File: src/rtl/c2p_frame_sequencer_if.sv
// Purpose : pixel-stream input and core write-port bundle for the car2pol frame sequencer.
// Latency : none (wires only).
// Backpressure: pix_valid/pix_ready on the source side, core_valid/core_ready on the core side.
//
// Ports (signals):
//   pix_data/pix_valid/pix_ready               pixel stream from frame DMA/FIFO
//   core_map/core_image/core_w_addr/core_valid  write port into the car2pol core
//   core_ready                                  core accepts the presented write
// Modports: master = sequencer side, slave = source/core side.
interface c2p_frame_sequencer_if #(
    parameter int DATA_W = 32,
    parameter int ADDR_W = 12,
    parameter int MAP_W  = 3
);
    logic [DATA_W-1:0] pix_data;
    logic              pix_valid;
    logic              pix_ready;
    logic [MAP_W-1:0]  core_map;
    logic [DATA_W-1:0] core_image;
    logic [ADDR_W-1:0] core_w_addr;
    logic              core_valid;
    logic              core_ready;

    modport master (
        input  pix_data, pix_valid, core_ready,
        output pix_ready, core_map, core_image, core_w_addr, core_valid
    );

    modport slave (
        output pix_data, pix_valid, core_ready,
        input  pix_ready, core_map, core_image, core_w_addr, core_valid
    );
endinterface

File: src/rtl/c2p_frame_sequencer.sv
// Purpose : loads one cartesian frame into the car2pol core: captures map/base on start,
//           forwards NUM_PIX pixels with incrementing (wrapping) write addresses.
// Latency : pixel accepted at edge k appears on core_* after edge k; 1 pixel/cycle sustained.
// Backpressure: single output register; pix_ready drops while a write is held (core_ready=0).
//
// Ports: aclk, aresetn (async active-low); start/abort/map_sel/base_addr control;
//        bus (master modport) pixel stream in + core write port out;
//        busy (not IDLE), done (1-cycle frame complete), frame_cnt (wrapping), err (sticky timeout).
// Optional: define C2P_SEQ_TIMEOUT_EN to abandon a frame after TIMEOUT_CYC consecutive
//           LOAD cycles without a pixel and raise err; otherwise err is 0 and the wait is unbounded.
module c2p_frame_sequencer #(
    parameter int DATA_W      = 32,
    parameter int ADDR_W      = 12,
    parameter int NUM_PIX     = 1024,
    parameter int MAP_W       = 3,
    parameter int TIMEOUT_CYC = 4096
) (
    input  logic                  aclk,
    input  logic                  aresetn,
    input  logic                  start,
    input  logic                  abort,
    input  logic [MAP_W-1:0]      map_sel,
    input  logic [ADDR_W-1:0]     base_addr,
    c2p_frame_sequencer_if.master bus,
    output logic                  busy,
    output logic                  done,
    output logic [15:0]           frame_cnt,
    output logic                  err
);
    localparam int CNT_W = $clog2(NUM_PIX + 1);
    localparam logic [CNT_W-1:0] LAST = CNT_W'(NUM_PIX);

    typedef enum logic [2:0] {S_IDLE, S_SETUP, S_LOAD, S_DRAIN, S_DONE} state_t;

    state_t            state_q, state_d;
    logic [CNT_W-1:0]  count_q, count_d;
    logic [MAP_W-1:0]  map_q, map_d;
    logic [ADDR_W-1:0] base_q, base_d;
    logic              valid_q, valid_d;
    logic [DATA_W-1:0] image_q, image_d;
    logic [ADDR_W-1:0] waddr_q, waddr_d;
    logic [15:0]       fcnt_q, fcnt_d;

    logic pix_rdy;
    logic pix_acc;
    logic start_acc;

    // Accept a pixel only while pixels remain and the output register is free
    // or is being emptied this cycle.
    assign pix_rdy   = (state_q == S_LOAD) && (count_q < LAST) && (!valid_q || bus.core_ready);
    assign pix_acc   = bus.pix_valid && pix_rdy;
    // abort takes priority over start even in IDLE
    assign start_acc = (state_q == S_IDLE) && start && !abort;

`ifdef C2P_SEQ_TIMEOUT_EN
    localparam int STALL_W = $clog2(TIMEOUT_CYC + 1);

    logic [STALL_W-1:0] stall_q, stall_d;
    logic               err_q, err_d;
    logic               waiting;
    logic               timeout;

    assign waiting = (state_q == S_LOAD) && (count_q < LAST);

    always_comb begin
        stall_d = '0;
        err_d   = err_q;
        timeout = 1'b0;
        if (waiting && !pix_acc) begin
            if (stall_q == STALL_W'(TIMEOUT_CYC - 1)) begin
                timeout = 1'b1;
            end else begin
                stall_d = stall_q + STALL_W'(1);
            end
        end
        if (start_acc) begin
            err_d = 1'b0;
        end else if (timeout) begin
            err_d = 1'b1;
        end
    end

    always_ff @(posedge aclk or negedge aresetn) begin
        if (!aresetn) begin
            stall_q <= '0;
            err_q   <= 1'b0;
        end else begin
            stall_q <= stall_d;
            err_q   <= err_d;
        end
    end

    assign err = err_q;
`else
    // timeout disabled: constant 0
    assign err = (TIMEOUT_CYC < 0);
`endif

    always_comb begin
        state_d = state_q;
        count_d = count_q;
        map_d   = map_q;
        base_d  = base_q;
        valid_d = valid_q;
        image_d = image_q;
        waddr_d = waddr_q;
        fcnt_d  = fcnt_q;

        unique case (state_q)
            S_IDLE: begin
                if (start_acc) begin
                    map_d   = map_sel;
                    base_d  = base_addr;
                    count_d = '0;
                    state_d = S_SETUP;
                end
            end
            // one cycle so core_map is settled before the first write
            S_SETUP: state_d = S_LOAD;
            S_LOAD: begin
                if (pix_acc) begin
                    image_d = bus.pix_data;
                    waddr_d = base_q + ADDR_W'(count_q);
                    valid_d = 1'b1;
                    count_d = count_q + CNT_W'(1);
                end else if (valid_q && bus.core_ready) begin
                    valid_d = 1'b0;
                end
                if (count_d == LAST) begin
                    state_d = S_DRAIN;
                end
            end
            S_DRAIN: begin
                if (!valid_q || bus.core_ready) begin
                    valid_d = 1'b0;
                    state_d = S_DONE;
                end
            end
            S_DONE: begin
                fcnt_d  = fcnt_q + 16'd1;
                state_d = S_IDLE;
            end
            default: state_d = S_IDLE;
        endcase

        if (abort && (state_q != S_IDLE)) begin
            state_d = S_IDLE;
            valid_d = 1'b0;
            fcnt_d  = fcnt_q;
        end
`ifdef C2P_SEQ_TIMEOUT_EN
        if (timeout) begin
            state_d = S_IDLE;
            valid_d = 1'b0;
        end
`endif
    end

    always_ff @(posedge aclk or negedge aresetn) begin
        if (!aresetn) begin
            state_q <= S_IDLE;
            count_q <= '0;
            map_q   <= '0;
            base_q  <= '0;
            valid_q <= 1'b0;
            image_q <= '0;
            waddr_q <= '0;
            fcnt_q  <= '0;
        end else begin
            state_q <= state_d;
            count_q <= count_d;
            map_q   <= map_d;
            base_q  <= base_d;
            valid_q <= valid_d;
            image_q <= image_d;
            waddr_q <= waddr_d;
            fcnt_q  <= fcnt_d;
        end
    end

    assign bus.pix_ready   = pix_rdy;
    assign bus.core_map    = map_q;
    assign bus.core_image  = image_q;
    assign bus.core_w_addr = waddr_q;
    assign bus.core_valid  = valid_q;
    assign busy            = (state_q != S_IDLE);
    assign done            = (state_q == S_DONE);
    assign frame_cnt       = fcnt_q;
endmodule

File: src/flat_wrapper.sv
// flat-port wrapper written by rule: the top's interface ports become plain ports
module c2p_frame_sequencer_flat 
#(
    parameter int DATA_W      = 32,
    parameter int ADDR_W      = 12,
    parameter int NUM_PIX     = 1024,
    parameter int MAP_W       = 3,
    parameter int TIMEOUT_CYC = 4096
)
  (aclk, aresetn, start, abort, map_sel, base_addr, busy, done, frame_cnt, err, bus_pix_data, bus_pix_valid, bus_core_ready, bus_pix_ready, bus_core_map, bus_core_image, bus_core_w_addr, bus_core_valid);
  c2p_frame_sequencer_if #(.DATA_W(DATA_W), .ADDR_W(ADDR_W), .MAP_W(MAP_W)) bus_i ();
  input  logic aclk;
  input  logic aresetn;
  input  logic start;
  input  logic abort;
  input  logic [MAP_W-1:0] map_sel;
  input  logic [ADDR_W-1:0] base_addr;
  output logic busy;
  output logic done;
  output logic [15:0] frame_cnt;
  output logic err;
  input wire logic [$bits(bus_i.pix_data)-1:0] bus_pix_data;
  input wire logic [$bits(bus_i.pix_valid)-1:0] bus_pix_valid;
  input wire logic [$bits(bus_i.core_ready)-1:0] bus_core_ready;
  output wire logic [$bits(bus_i.pix_ready)-1:0] bus_pix_ready;
  output wire logic [$bits(bus_i.core_map)-1:0] bus_core_map;
  output wire logic [$bits(bus_i.core_image)-1:0] bus_core_image;
  output wire logic [$bits(bus_i.core_w_addr)-1:0] bus_core_w_addr;
  output wire logic [$bits(bus_i.core_valid)-1:0] bus_core_valid;
  assign bus_i.pix_data = bus_pix_data;
  assign bus_i.pix_valid = bus_pix_valid;
  assign bus_i.core_ready = bus_core_ready;
  assign bus_pix_ready = bus_i.pix_ready;
  assign bus_core_map = bus_i.core_map;
  assign bus_core_image = bus_i.core_image;
  assign bus_core_w_addr = bus_i.core_w_addr;
  assign bus_core_valid = bus_i.core_valid;
  c2p_frame_sequencer #(.DATA_W(DATA_W), .ADDR_W(ADDR_W), .NUM_PIX(NUM_PIX), .MAP_W(MAP_W), .TIMEOUT_CYC(TIMEOUT_CYC)) u_core (.aclk(aclk), .aresetn(aresetn), .start(start), .abort(abort), .map_sel(map_sel), .base_addr(base_addr), .bus(bus_i), .busy(busy), .done(done), .frame_cnt(frame_cnt), .err(err));
endmodule
File: config.mk
export PLATFORM = sky130hd
export DESIGN_NAME = c2p_frame_sequencer_flat
export DESIGN_NICKNAME = d
export VERILOG_FILES = /design/src/rtl/c2p_frame_sequencer_if.sv /design/src/rtl/c2p_frame_sequencer.sv /design/src/flat_wrapper.sv
export SDC_FILE = /design/constraint.sdc
export NUM_CORES = 1
export LEC_CHECK = 0
export BUFFER_PORTS_ARGS = -buffer_cell sky130_fd_sc_hd__buf_2
export CAP_MARGIN = 40
export CORE_MARGIN = 4
export CORE_UTILIZATION = 45
export CTS_CLUSTER_DIAMETER = 150
export DETAILED_ROUTE_END_ITERATION = 6
export PLACE_DENSITY = 0.8
export SYNTH_ARGS = -nofsm -noshare
export SYNTH_HDL_FRONTEND = slang
export SYNTH_SLANG_ARGS = --single-unit
File: constraint.sdc
create_clock -name aclk -period 2.8 [get_ports aclk]
set_input_delay 0.28 -clock aclk [delete_from_list [all_inputs] [get_ports aclk]]
set_output_delay 0.28 -clock aclk [all_outputs]
set_load 0.02 [all_outputs]
==> results.py <==
metrics = {
    "power_and_ir_drop": {
        "swShare_pct": 35.0,
        "power.internal_w": 0.00289,
        "ir_worst_vdd_v": 0.000411,
        "combPwrFrac_pct": 31.4,
        "p_switching_w": 0.00155,
        "seqPwrFrac_pct": 42.3,
        "clockPowerShare_pct": 26.2,
        "leakage_nw": 2.77,
        "p_per_area_nw_per_um2": 828,
    },
    "setup_path": {
        "slowest_stage": "dfrtp_1",
        "reg2reg_depth": 5,
        "critical_path_class": "reg -> reg",
        "r2r-end": "u_core.state_q[0]",
        "r2r_slack_ps": 540,
        "startpoint_type": "register",
        "path_cells": "or3b_4, nor3_4, nand4_1, xnor2_1, o41ai_2",
        "critPathArrivalTime_ps": 2500,
        "reg2reg_from": "u_core.state_q[1]",
        "end_kind": "register",
        "required_ps": 3050,
        "slowest_delay_ps": 530,
        "worstPathMaxFanout": 10,
    },
    "floorplanning": {
        "dieArea_um2": 11300,
        "die_y_um": 106,
        "start_util_pct": 46.6,
        "rows": 35,
        "io_pins": 121,
        "die_w_um": 106,
        "core_area_um2": 9330,
    },
    "timing": {
        "maxSlewViolCount": 0,
        "period_needed_ps": 2260,
        "rsz0062_at_grt": "no",
        "slew_headroom_pct": 64.2,
        "tightest_slew_ps": 532,
        "fin_skew_ps": 7.26,
        "hold_violations": 0,
        "setup_viol": 0,
        "tns_ps": 0,
        "timing.final.crit_share_pct": 80.6,
        "max_freq_mhz": 443,
    },
    "clocking": {
        "numClockSinks": 90,
        "htreeDepth": 3,
        "clockBufferDepth": 2,
        "ctsRootBufferMaster": "clkbuf_8",
        "post_cts_buffers": 0,
        "cts_hold_buf": 1,
        "cts_buffers": 9,
        "post_cts_resize_count": 0,
        "clock_latency_ps": 350,
        "clk_pin_slew_ps": 90,
        "cts_tree": "yes",
    },
    "detailed_routing": {
        "first_pass_iters": 5,
        "num_vias": 3550,
        "drc": 0,
        "wl_per_cell_um": 14.3,
        "drt-vias-per-instance": 5.11,
        "postRouteAntennaNets": 0,
        "drt_iter0_markers": 148,
        "wl_mm": 9.92,
    },
    "final_layout": {
        "nFillCells": 802,
        "syn_to_final_growth_pct": 23.5,
        "n_antenna_cell": 0,
        "stdcell_area_um2": 5370,
        "nets": 628,
        "multiInputGateArea_um2": 1980,
        "drive_gt1_share_pct": 29.3,
        "register_area_um2": 2250,
    },
    "yosys": {
        "seq_area_frac_synth_pct": 51.9,
        "postSynthCellCount": 442,
        "synth.ff_latch_count": 90,
        "synth.net_count": 509,
        "synth_area_um2": 4340,
        "synth_edf_count": 0,
        "yosysUniqueCellTypes": 52,
        "synthArstFlopShare_pct": 100,
        "synth_ff_type": "dfrtp_1",
        "postSynthAreaPerCell_um2": 9.83,
        "yosys_warnings": 0,
    },
    "global_routing": {
        "overflow": 0,
        "grt_pass1_wl_mm": 16.8,
        "antenna_found_initial": 0,
        "grt_max_degree": 58,
        "track_usage_pct": 18.2,
        "grt_pass1_vias": 3573,
    },
    "hold_path": {
        "hold_path.startpoint": "bus_pix_data[27]",
        "hold_path.class": "in -> reg",
        "min_to": "u_core.bus.core_image[27]",
        "hold_depth": 3,
    },
    "placed_design": {
        "hpwl_mm": 7.42,
        "place.gp.congestion": 0.849,
        "io_buffers": 119,
        "place_area_um2": 5080,
    },
    "job": {
        "cap_violations": 0,
    },
    "run_status": {
        "status": "finished, final reports clean",
    },
}
-- per-layer routing --
layer / vias up / GRT usage, % / wire (um)
li1: 1748 / - / -
met1: 1670 / 23.6 / 4390
met2: 114 / 30.1 / 4740
met3: 18 / 4.07 / 599
met4: 0 / 6.29 / 195
met5: - / 0 / 0
-- kinds of logic (layout without fill, tap and decap cells) --
family / Yosys count / after routing / share of synthesized area, %
buf+inv: 25 / 149 / 2.62
flops: 90 / 90 / 51.9
compound gates: 60 / 60 / 9.02
fa+ha+maj: 14 / 14 / 4.21
mux: 20 / 20 / 5.13
xor+xnor: 22 / 22 / 4.44
other cells: 1 / 1 / 0.0863
simple gates: 210 / 210 / 22.6
-- power by group through the flow --
stage	clock network, W	registers, W	logic [W]
floorplan	0	0.00225	0.000522
global placement	0	0.00189	0.00137
detailed placement	0	0.00190	0.00142
CTS	0.00120	0.00189	0.00142
global route	0.00125	0.00193	0.00154
finish	0.00116	0.00188	0.00140
-- cell usage after synthesis (3+ instances only) --
cell type	instances	share of area, %
nand2_1	131	11
dfrtp_1	90	52
mux2_2	18	4.7
nand3_1	17	2.0
o21ai_0	17	2.0
nor2_1	14	1.2
ha_1	13	3.7
xnor2_1	13	2.6
clkbuf_1	10	0.86
a21oi_1	9	1.0
xor2_1	9	1.8
inv_1	8	0.69
nand4_1	7	1.0
nor3_1	6	0.69
a31oi_1	5	0.72
and3_1	5	0.72
nor2b_1	5	0.72
and4_1	4	0.81
buf_2	4	0.46
o22ai_1	4	0.58
o31ai_1	4	0.69
a211oi_1	3	0.52
and2_1	3	0.43
nor4_1	3	0.43
o21a_1	3	0.52
or3_1	3	0.43
-- metrics by stage --
step	cells	setup slack (ps)	total power, W	hold slack [ps]	utilization (%)
6_report	695	544	0.00444	113	57.5
5_1_grt	695	380	0.00473	103	57.5
4_1_cts	695	521	0.00451	98.1	57.5
3_5_place_dp	678	542	0.00332	271	54.5
3_3_place_gp	677	683	0.00327	455	54.2
2_1_floorplan	442	811	0.00277	-15.6	-
-- worst max path at each step --
stage	to	from	slack (ps)
global placement	u_core.state_q[0]	u_core.state_q[1]	680
finish	u_core.state_q[0]	u_core.state_q[1]	540
CTS	u_core.state_q[0]	u_core.state_q[1]	520
floorplan	u_core.bus.core_w_addr[11]	u_core.count_q[4]	810
detailed placement	u_core.state_q[0]	u_core.state_q[1]	540
global route	u_core.bus.core_w_addr[11]	u_core.count_q[1]	380
-- state kept, by name (all words and copies together) (netlist names) --
register and flops:
u_core.base_q 12, u_core.bus.core_valid 1, u_core.count_q 11, u_core.state_q 3, u_core.frame_cnt 16, u_core.bus.core_map 3
u_core.bus.core_w_addr 12, u_core.bus.core_image 32
-- cell usage in the layout (no fill, tap or decap), types with 4 or more instances in the layout --
cell       count
a21oi_1        9
a31oi_1        5
and3_1         5
and4_1         4
buf_2        118
buf_4          5
bufinv_16      4
clkbuf_8      10
dfrtp_1       90
ha_1          13
inv_1          8
mux2_2        18
nand2_1      131
nand3_1       16
nand4_1        7
nor2_1        14
nor2b_1        5
nor3_1         6
o21ai_0       17
o22ai_1        4
o31ai_1        4
xnor2_1       13
xor2_1         9
-- critical path, delay by kind of cell, from the launching register on --
family          cells  cell delay (ps)
xor+xnor            1              200
flops               1              530
simple gates        3             1120
compound gates      1              320
-- cell type report --
cell class | instances | share of cell area, %
sequential | 90 | 42.0
multi-input combinational | 327 | 36.9
timing repair buffer | 125 | 12.4
tap | 129 | 3.01
clock buffer | 10 | 2.57
clock inverter | 6 | 2.54
inverter | 8 | 0.560
Power figures use the tool's default switching activity.
